## config.mk

```make
export PLATFORM = sky130hd
export DESIGN_NAME = axi_burst_reader
export DESIGN_NICKNAME = d
export VERILOG_FILES = /design/src/rtl/axi_burst_reader.sv
export SDC_FILE = /design/constraint.sdc
export NUM_CORES = 1
export LEC_CHECK = 0
export BUFFER_PORTS_ARGS = -buffer_cell sky130_fd_sc_hd__clkbuf_2
export CORE_AREA = 2 2 479 481
export CTS_BUF_LIST = sky130_fd_sc_hd__clkbuf_4 sky130_fd_sc_hd__clkbuf_8 sky130_fd_sc_hd__clkbuf_16
export DETAILED_ROUTE_END_ITERATION = 16
export DIE_AREA = 0 0 481 483
export GPL_TIMING_DRIVEN = 1
export PLACE_DENSITY_LB_ADDON = 0.12
export SLEW_MARGIN = 20
export SYNTH_ARGS = -nofsm -noshare
export SYNTH_HDL_FRONTEND = slang
export SYNTH_SLANG_ARGS = --single-unit
```

## constraint.sdc

```tcl
create_clock -name clk -period 10.05 [get_ports clk]
set_clock_uncertainty 0.05 [all_clocks]
set_input_delay 1.005 -clock clk [delete_from_list [all_inputs] [get_ports clk]]
set_output_delay 1.005 -clock clk [all_outputs]
set_load 0.01 [all_outputs]
```

## src/rtl/axi_burst_reader.sv

```systemverilog
// axi_burst_reader: single-outstanding AXI read burst engine that streams 512-bit beats to a consumer.
// Optional macro RD_ERR_CHECK_EN enables sticky rresp/rlast error detection on err.
module axi_burst_reader #(
  parameter int          MAX_BURST = 16,
  parameter logic [15:0] RD_ID     = 16'h0
) (
  input  logic         clk,
  input  logic         rst,
  input  logic         start,
  input  logic [63:0]  base_addr,
  input  logic [31:0]  num_words,
  output logic         busy,
  output logic         done,
  output logic         err,
  output logic [511:0] data_out,
  output logic         data_valid,
  input  logic         data_ready,
  output logic [15:0]  arid_m,
  output logic [63:0]  araddr_m,
  output logic [7:0]   arlen_m,
  output logic [2:0]   arsize_m,
  output logic         arvalid_m,
  input  logic         arready_m,
  input  logic [15:0]  rid_m,
  input  logic [511:0] rdata_m,
  input  logic [1:0]   rresp_m,
  input  logic         rlast_m,
  input  logic         rvalid_m,
  output logic         rready_m
);

  typedef enum logic [1:0] {IDLE, ADDR, DATA, DONE} state_t;

  localparam logic [8:0] BURST_CAP = 9'(MAX_BURST);

  state_t      state, state_next;
  logic [63:0] cur_addr;
  logic [31:0] remaining;
  logic [8:0]  beat_cnt;
  logic [8:0]  rem_beats, page_beats, beats;
  logic        start_ok, ar_hs, r_hs;
  logic        unused_bits;

  // Burst length is the smallest of what is left, the burst cap and the room before the next 4 KB page.
  always_comb begin
    rem_beats  = (remaining > {23'd0, BURST_CAP}) ? BURST_CAP : remaining[8:0];
    page_beats = 9'd64 - {3'd0, cur_addr[11:6]};
    beats      = (rem_beats < page_beats) ? rem_beats : page_beats;
  end

  assign start_ok    = (state == IDLE) && start;
  assign ar_hs       = (state == ADDR) && arready_m;
  assign r_hs        = (state == DATA) && rvalid_m && data_ready;
  assign unused_bits = ^{rid_m, rresp_m, rlast_m};

  always_ff @(posedge clk or posedge rst) begin
    if (rst) state <= IDLE;
    else     state <= state_next;
  end

  always_comb begin
    state_next = state;
    busy       = (state != IDLE);
    done       = 1'b0;
    arvalid_m  = 1'b0;
    araddr_m   = 64'd0;
    arlen_m    = 8'd0;
    arsize_m   = 3'd0;
    arid_m     = 16'd0;
    rready_m   = 1'b0;
    data_valid = 1'b0;
    data_out   = '0;
    case (state)
      IDLE: begin
        if (start) state_next = (num_words == 32'd0) ? DONE : ADDR;
      end
      ADDR: begin
        arvalid_m = 1'b1;
        araddr_m  = cur_addr;
        arlen_m   = 8'(beats - 9'd1);
        arsize_m  = 3'd6;
        arid_m    = RD_ID;
        if (arready_m) state_next = DATA;
      end
      DATA: begin
        // Pure pass-through: consumer back-pressure goes straight to memory.
        rready_m   = data_ready;
        data_valid = rvalid_m;
        data_out   = rdata_m;
        if (r_hs && beat_cnt == 9'd1) state_next = (remaining != 32'd0) ? ADDR : DONE;
      end
      DONE: begin
        done       = 1'b1;
        state_next = IDLE;
      end
      default: state_next = IDLE;
    endcase
  end

  always_ff @(posedge clk or posedge rst) begin
    if (rst) begin
      cur_addr  <= 64'd0;
      remaining <= 32'd0;
      beat_cnt  <= 9'd0;
    end else if (start_ok && num_words != 32'd0) begin
      cur_addr  <= {base_addr[63:6], 6'b0};
      remaining <= num_words;
    end else if (ar_hs) begin
      cur_addr  <= cur_addr + {49'd0, beats, 6'd0};
      remaining <= remaining - {23'd0, beats};
      beat_cnt  <= beats;
    end else if (r_hs) begin
      beat_cnt  <= beat_cnt - 9'd1;
    end
  end

`ifdef RD_ERR_CHECK_EN
  // Sticky until the next accepted start; the transfer itself is never aborted.
  always_ff @(posedge clk or posedge rst) begin
    if (rst)           err <= 1'b0;
    else if (start_ok) err <= 1'b0;
    else if (r_hs && (rresp_m != 2'b00 || rlast_m != (beat_cnt == 9'd1))) err <= 1'b1;
  end
`else
  assign err = 1'b0;
`endif

endmodule

```

Word level (Yosys, flattened, before mapping)
Cells that the tools add are included.
{"block": "classes", "addsub": 5, "magnitude_cmp": 2, "n_eq_ne": 7, "n_mux": 22, "bitwise": 1, "n_reduce_logical": 15}
{"cell": "two-way mux 512 bit", "n": 1}
{"cell": "two-way mux 64 bit", "n": 3}
{"cell": "adder 64 x 15 -> 64 bit", "n": 1}
{"cell": "two-way mux 32 bit", "n": 2}
{"cell": "nonzero test 32 bit", "n": 2}
{"cell": "two-way mux 9 bit", "n": 4}
{"cell": "> comparator 32 x 5 -> 1 bit, second input constant", "n": 1}
{"cell": "zero test 32 bit", "n": 1}
{"cell": "subtractor 32 x 9 -> 32 bit", "n": 1}
{"cell": "two-way mux 2 bit", "n": 5}
{"cell": "equality test 9 x 1 -> 1 bit, second input constant", "n": 1}
{"cell": "less-than comparator 9 bit", "n": 1}
{"cell": "subtractor 9 x 1 -> 9 bit, second input constant", "n": 1}
{"cell": "two-way mux 8 bit", "n": 1}
{"cell": "case mux 2 bit (4 select lines)", "n": 1}
{"cell": "subtractor 7 x 6 -> 8 bit, first input constant", "n": 1}
{"cell": "subtractor 8 x 1 -> 8 bit, second input constant", "n": 1}
{"cell": "logical AND 1 bit", "n": 6}
{"cell": "nonzero test 2 bit", "n": 3}
{"cell": "equality test 2 bit, second input constant", "n": 2}
{"cell": "two-way mux 1 bit", "n": 4}
{"cell": "inequality test 2 bit, second input constant", "n": 2}
{"cell": "two-way mux 3 bit", "n": 1}
{"cell": "AND reduction 3 bit", "n": 1}
{"cell": "other kinds (5)", "n": 5}
{"block": "word_totals", "regBits": 107, "out_inout_bits": 609}

Logic depth before layout (Yosys ltp)
{"block": "logic_depth", "depth_word": 7, "depth_mapped": 27, "ltp_nobuf": 24}

Worst setup path after synthesis
No wires, ideal clock.
{"block": "synth_timing", "path_type": "register -> register", "start": "register remaining[16]", "end": "register cur_addr[56]", "setup_time_ps": 124, "arrival_ps": 6314, "setup_slack_ps": 3562, "path_stages_with_launch": 28, "path_buffers": 3, "path_cell_list": "dfrtp_1 -> or3_1 -> buf_2 -> or4_4 -> buf_6 -> a2111oi_4 -> and2_1 -> ha_1 -> a21oi_1 -> o211a_1 -> o21a_1 -> a21oi_1 -> a21oi_1 -> inv_1 -> ha_1 -> inv_1 -> fa_1 -> nand3b_1 -> a21boi_0 -> o21ai_0 -> a21oi_1 -> o21ai_0 -> a21boi_0 -> o2111ai_1 -> or2_2 -> clkbuf_1 -> o311a_1 -> a211o_1"}
{"block": "synth_via", "elab_chain_len": 7}
{"element": "from (decl)", "line": "38", "rtl": "logic [31:0] remaining;"}
{"element": "from (signal assigned)", "line": "107", "rtl": "remaining <= num_words;"}
{"element": "from (signal assigned)", "line": "110", "rtl": "remaining <= remaining - {23'd0, beats};"}
{"element": "> comparator 32 x 5 -> 1 bit *", "line": "46", "rtl": "rem_beats = (remaining > {23'd0, BURST_CAP}) ? BURST_CAP : remaining[8:0];"}
{"element": "two-way mux 9 bit *", "line": "46"}
{"element": "less-than comparator 9 bit", "line": "48", "rtl": "beats = (rem_beats < page_beats) ? rem_beats : page_beats;"}
{"element": "two-way mux 9 bit *", "line": "48"}
{"element": "adder 64 x 15 -> 64 bit *", "line": "109", "rtl": "cur_addr <= cur_addr + {49'd0, beats, 6'd0};"}
{"element": "two-way mux 64 bit *", "line": "108", "rtl": "end else if (ar_hs) begin"}
{"element": "two-way mux 64 bit *", "line": "105", "rtl": "end else if (start_ok && num_words != 32'd0) begin"}
{"element": "to (signal assigned)", "line": "106", "rtl": "cur_addr <= {base_addr[63:6], 6'b0};"}
{"element": "to (signal assigned)", "line": "109"}
{"element": "to (decl)", "line": "37", "rtl": "logic [63:0] cur_addr;"}
Every way passes the cells marked *; elsewhere a longest branch is shown, timed or not. The select of a mux whose other input is x is not followed.
A chain may end at the register's enable or synchronous reset.

Worst setup path in the final report
Same ends and word-level chain as after synthesis.

==> flow_summary.json <==
{
  "layout_commonest_cell": "clkbuf_2",
  "netlist_instances": 1542,
  "hpwl_microns": 180000,
  "status": "finished clean",
  "clk_latency_ps": 440,
  "drv_cap": 0,
  "timing.critical_path.mode_cell": "a21oi_1",
  "placed_area_sq_um": 20700,
  "regArea_sq_um": 2530,
  "syn_area_sq_um": 11300,
  "clk_path_buf_depth": 2,
  "die_area_sq_um": 232000,
  "yosysWarnings": 0,
  "synth_top_area_cell": "and2_1",
  "ys.flop_type": "dfrtp_1",
  "root_buffer": "clkbuf_16",
  "placementRows": 175,
  "synth.distinct_cells": 78,
  "die_y_microns": 483,
  "clk_pin_slew_ps": 100,
  "cts_made_buffers": 9,
  "area.growth.synth_to_final_pct": 87.6,
  "initial_core_util_pct": 4.96,
  "cts_tree": "done",
  "initialDrtViolationCount": 822,
  "worst_path_max_delay_cell": "or4_4",
  "placedCellCount": 5662,
  "whs_path_depth": 1,
  "cts.htree.levels": 3,
  "cp_data_arrival_time_ps": 7650,
  "crit_path_end_kind": "flop",
  "portBuffers": 1192,
  "syn_avg_cell_area_sq_um": 7.30,
  "nFillCells": 27100,
  "most-common-layout-cells": "1,192 x clkbuf_2, 567 x and2_1, 122 x nand2_1, 101 x dfrtp_1, 68 x o21ai_0",
  "p_int_w": 0.00202,
  "grt_pass1_wl_microns": 238000,
  "finalSetupViolCount": 0,
  "die_x_microns": 481,
  "cts_sinks": 101,
  "wl_per_cell_microns": 34.6,
  "cp-start-kind": "flop",
  "routed-via-count": 17100,
  "overflow": 0,
  "finalSetupTns_ps": 0,
  "track_usage_pct": 16.5,
  "final_cell_count_no_fill": 5724,
  "cp_max_fo": 9,
  "grt_pass1_vias": 17100,
  "slew_headroom_pct": 34.0,
  "nNetsFinal": 3322,
  "powerDensity_nw_per_um2": 247,
  "antenna_left": 0,
  "pwr-share-seq_pct": 16.8,
  "reg2regPathDepth": 26,
  "coreArea_sq_um": 227000,
  "grt_max_degree": 202,
  "dr.pass1.iters": 4,
  "synth_seq_cells": 101,
  "final_max_slew_viol_count": 0,
  "clkPwrFrac_pct": 7.9,
  "power_frac_comb_pct": 75.3,
  "post_cts_buffers": 0,
  "antenna_found_initial": 210,
  "place_congestion": 0.950,
  "fin_ws_ps": 2670,
  "tightest_slew_ps": 991,
  "p_switching_w": 0.00319,
  "post-route-period-util_pct": 73.4,
  "cts_hold_buf": 0,
  "p_leak_nw": 10.0,
  "drive_gt1_share_pct": 47.4,
  "cpPeakStageDelay_ps": 560,
  "critPathRequiredTime_ps": 10320,
  "hold_viol_final": 0,
  "swShare_pct": 61.3,
  "post_cts_resized": 0,
  "dp_slack_ps": 2530,
  "routed_wl_microns": 198000,
  "via_per_inst": 2.99,
  "num_io_pins": 1242,
  "synth.area.top_cells": "and2_1 32%, dfrtp_1 22%, nand2_1 4.1%",
  "fin_area_sq_um": 21100,
  "synth_async_sr_flop_share_pct": 100,
  "period_minus_slack_ps": 7380,
  "crit_type": "reg2reg",
  "ir_drop_mv": 0.0959,
  "drc_errors": 0,
  "max_freq_ghz": 0.136,
  "multi_input_area_sq_um": 8090,
  "synth_top_area_share_pct": 31.5,
  "hp-class": "reg2reg",
  "synth_edf_count": 0,
  "yosysSeqAreaShare_pct": 22.5,
  "rsz0062_at_grt": "no"
}
-- power by group through the flow --
stage	logic (W)	clock network [W]	registers [W]
CTS	0.00404	0.000447	0.000874
detailed placement	0.00402	0	0.000881
global placement	0.00407	0	0.000882
global route	0.00428	0.000450	0.000914
finish	0.00392	0.000412	0.000872
floorplan	0.00198	0	0.000753
-- state kept, by name, summed over array words and instances, names as in the netlist --
register / cells
state: 2
cur_addr: 58
beat_cnt: 9
remaining: 32
-- synthesized netlist by cell type, types with 26 or more instances --
cell	instances
a21oi_1	34
and2_1	567
buf_4	26
clkbuf_1	101
dfrtp_1	101
inv_1	43
nand2_1	124
nand3_1	35
nor2_1	69
nor3_1	29
o211ai_1	34
o21ai_0	68
o311ai_0	31
-- logic make-up after synthesis --
group	after synthesis	share of synthesized area (%)
AOI/OAI and AO/OA	283	18.2
xor gates and xnor gates	27	2.22
adders and majority gates	25	2.85
buffers and inverters	175	6.87
DFF	101	22.5
muxes	3	0.267
other	2	0.0668
and+or+nand+nor	926	47.1
-- stage by stage --
step | hold slack [ps] | utilization (%) | power [W]
2_1_floorplan | 443 | - | 0.00273
3_3_place_gp | 485 | 9.13 | 0.00495
3_5_place_dp | 486 | 9.13 | 0.00490
4_1_cts | 507 | 9.25 | 0.00537
5_1_grt | 533 | 9.26 | 0.00564
6_report | 496 | 9.31 | 0.00521
-- critical path, delay by kind of cell (launching register included) --
kind                       cells  cell delay (ps)
AOI/OAI and AO/OA             14             3540
and+or+nand+nor                5             1820
adders and majority gates      3              750
buffers and inverters          4              660
DFF                            1              430
-- worst paths after layout --
path | from | endpoint | slack (ps)
worst max-delay path | remaining[16]$_DFFE_PP0P_ | cur_addr[56]$_DFFE_PP0P_ | 2670
worst min-delay path | cur_addr[63]$_DFFE_PP0P_ | cur_addr[63]$_DFFE_PP0P_ | 500
worst max register to register | remaining[16]$_DFFE_PP0P_ | cur_addr[56]$_DFFE_PP0P_ | 2670
worst min register to register | cur_addr[63]$_DFFE_PP0P_ | cur_addr[63]$_DFFE_PP0P_ | 500
max in group asynchronous | rst | remaining[4]$_DFFE_PP0P_ | 7830
min in group asynchronous | rst | cur_addr[14]$_DFFE_PP0P_ | 690
-- cell type report --
cell class / count / area share [%]
diodes: 47 / 0.557
clock inverters: 6 / 0.267
inverters: 43 / 0.777
well taps: 3009 / 17.8
multi-input cells: 1294 / 38.3
repair buffers: 1215 / 29.2
clock buffers: 9 / 1.07
flip-flops and latches: 101 / 12.0
-- layer usage --
layer	vias up	global-route usage, %	share of wire [%]
met4	22	3.67	3.5
met5	-	0	0.069
met1	8172	16.7	35
li1	7527	-	-
met3	345	6.22	9.2
met2	1057	31.5	52
Note: power is estimated with default switching activity, not from simulation.
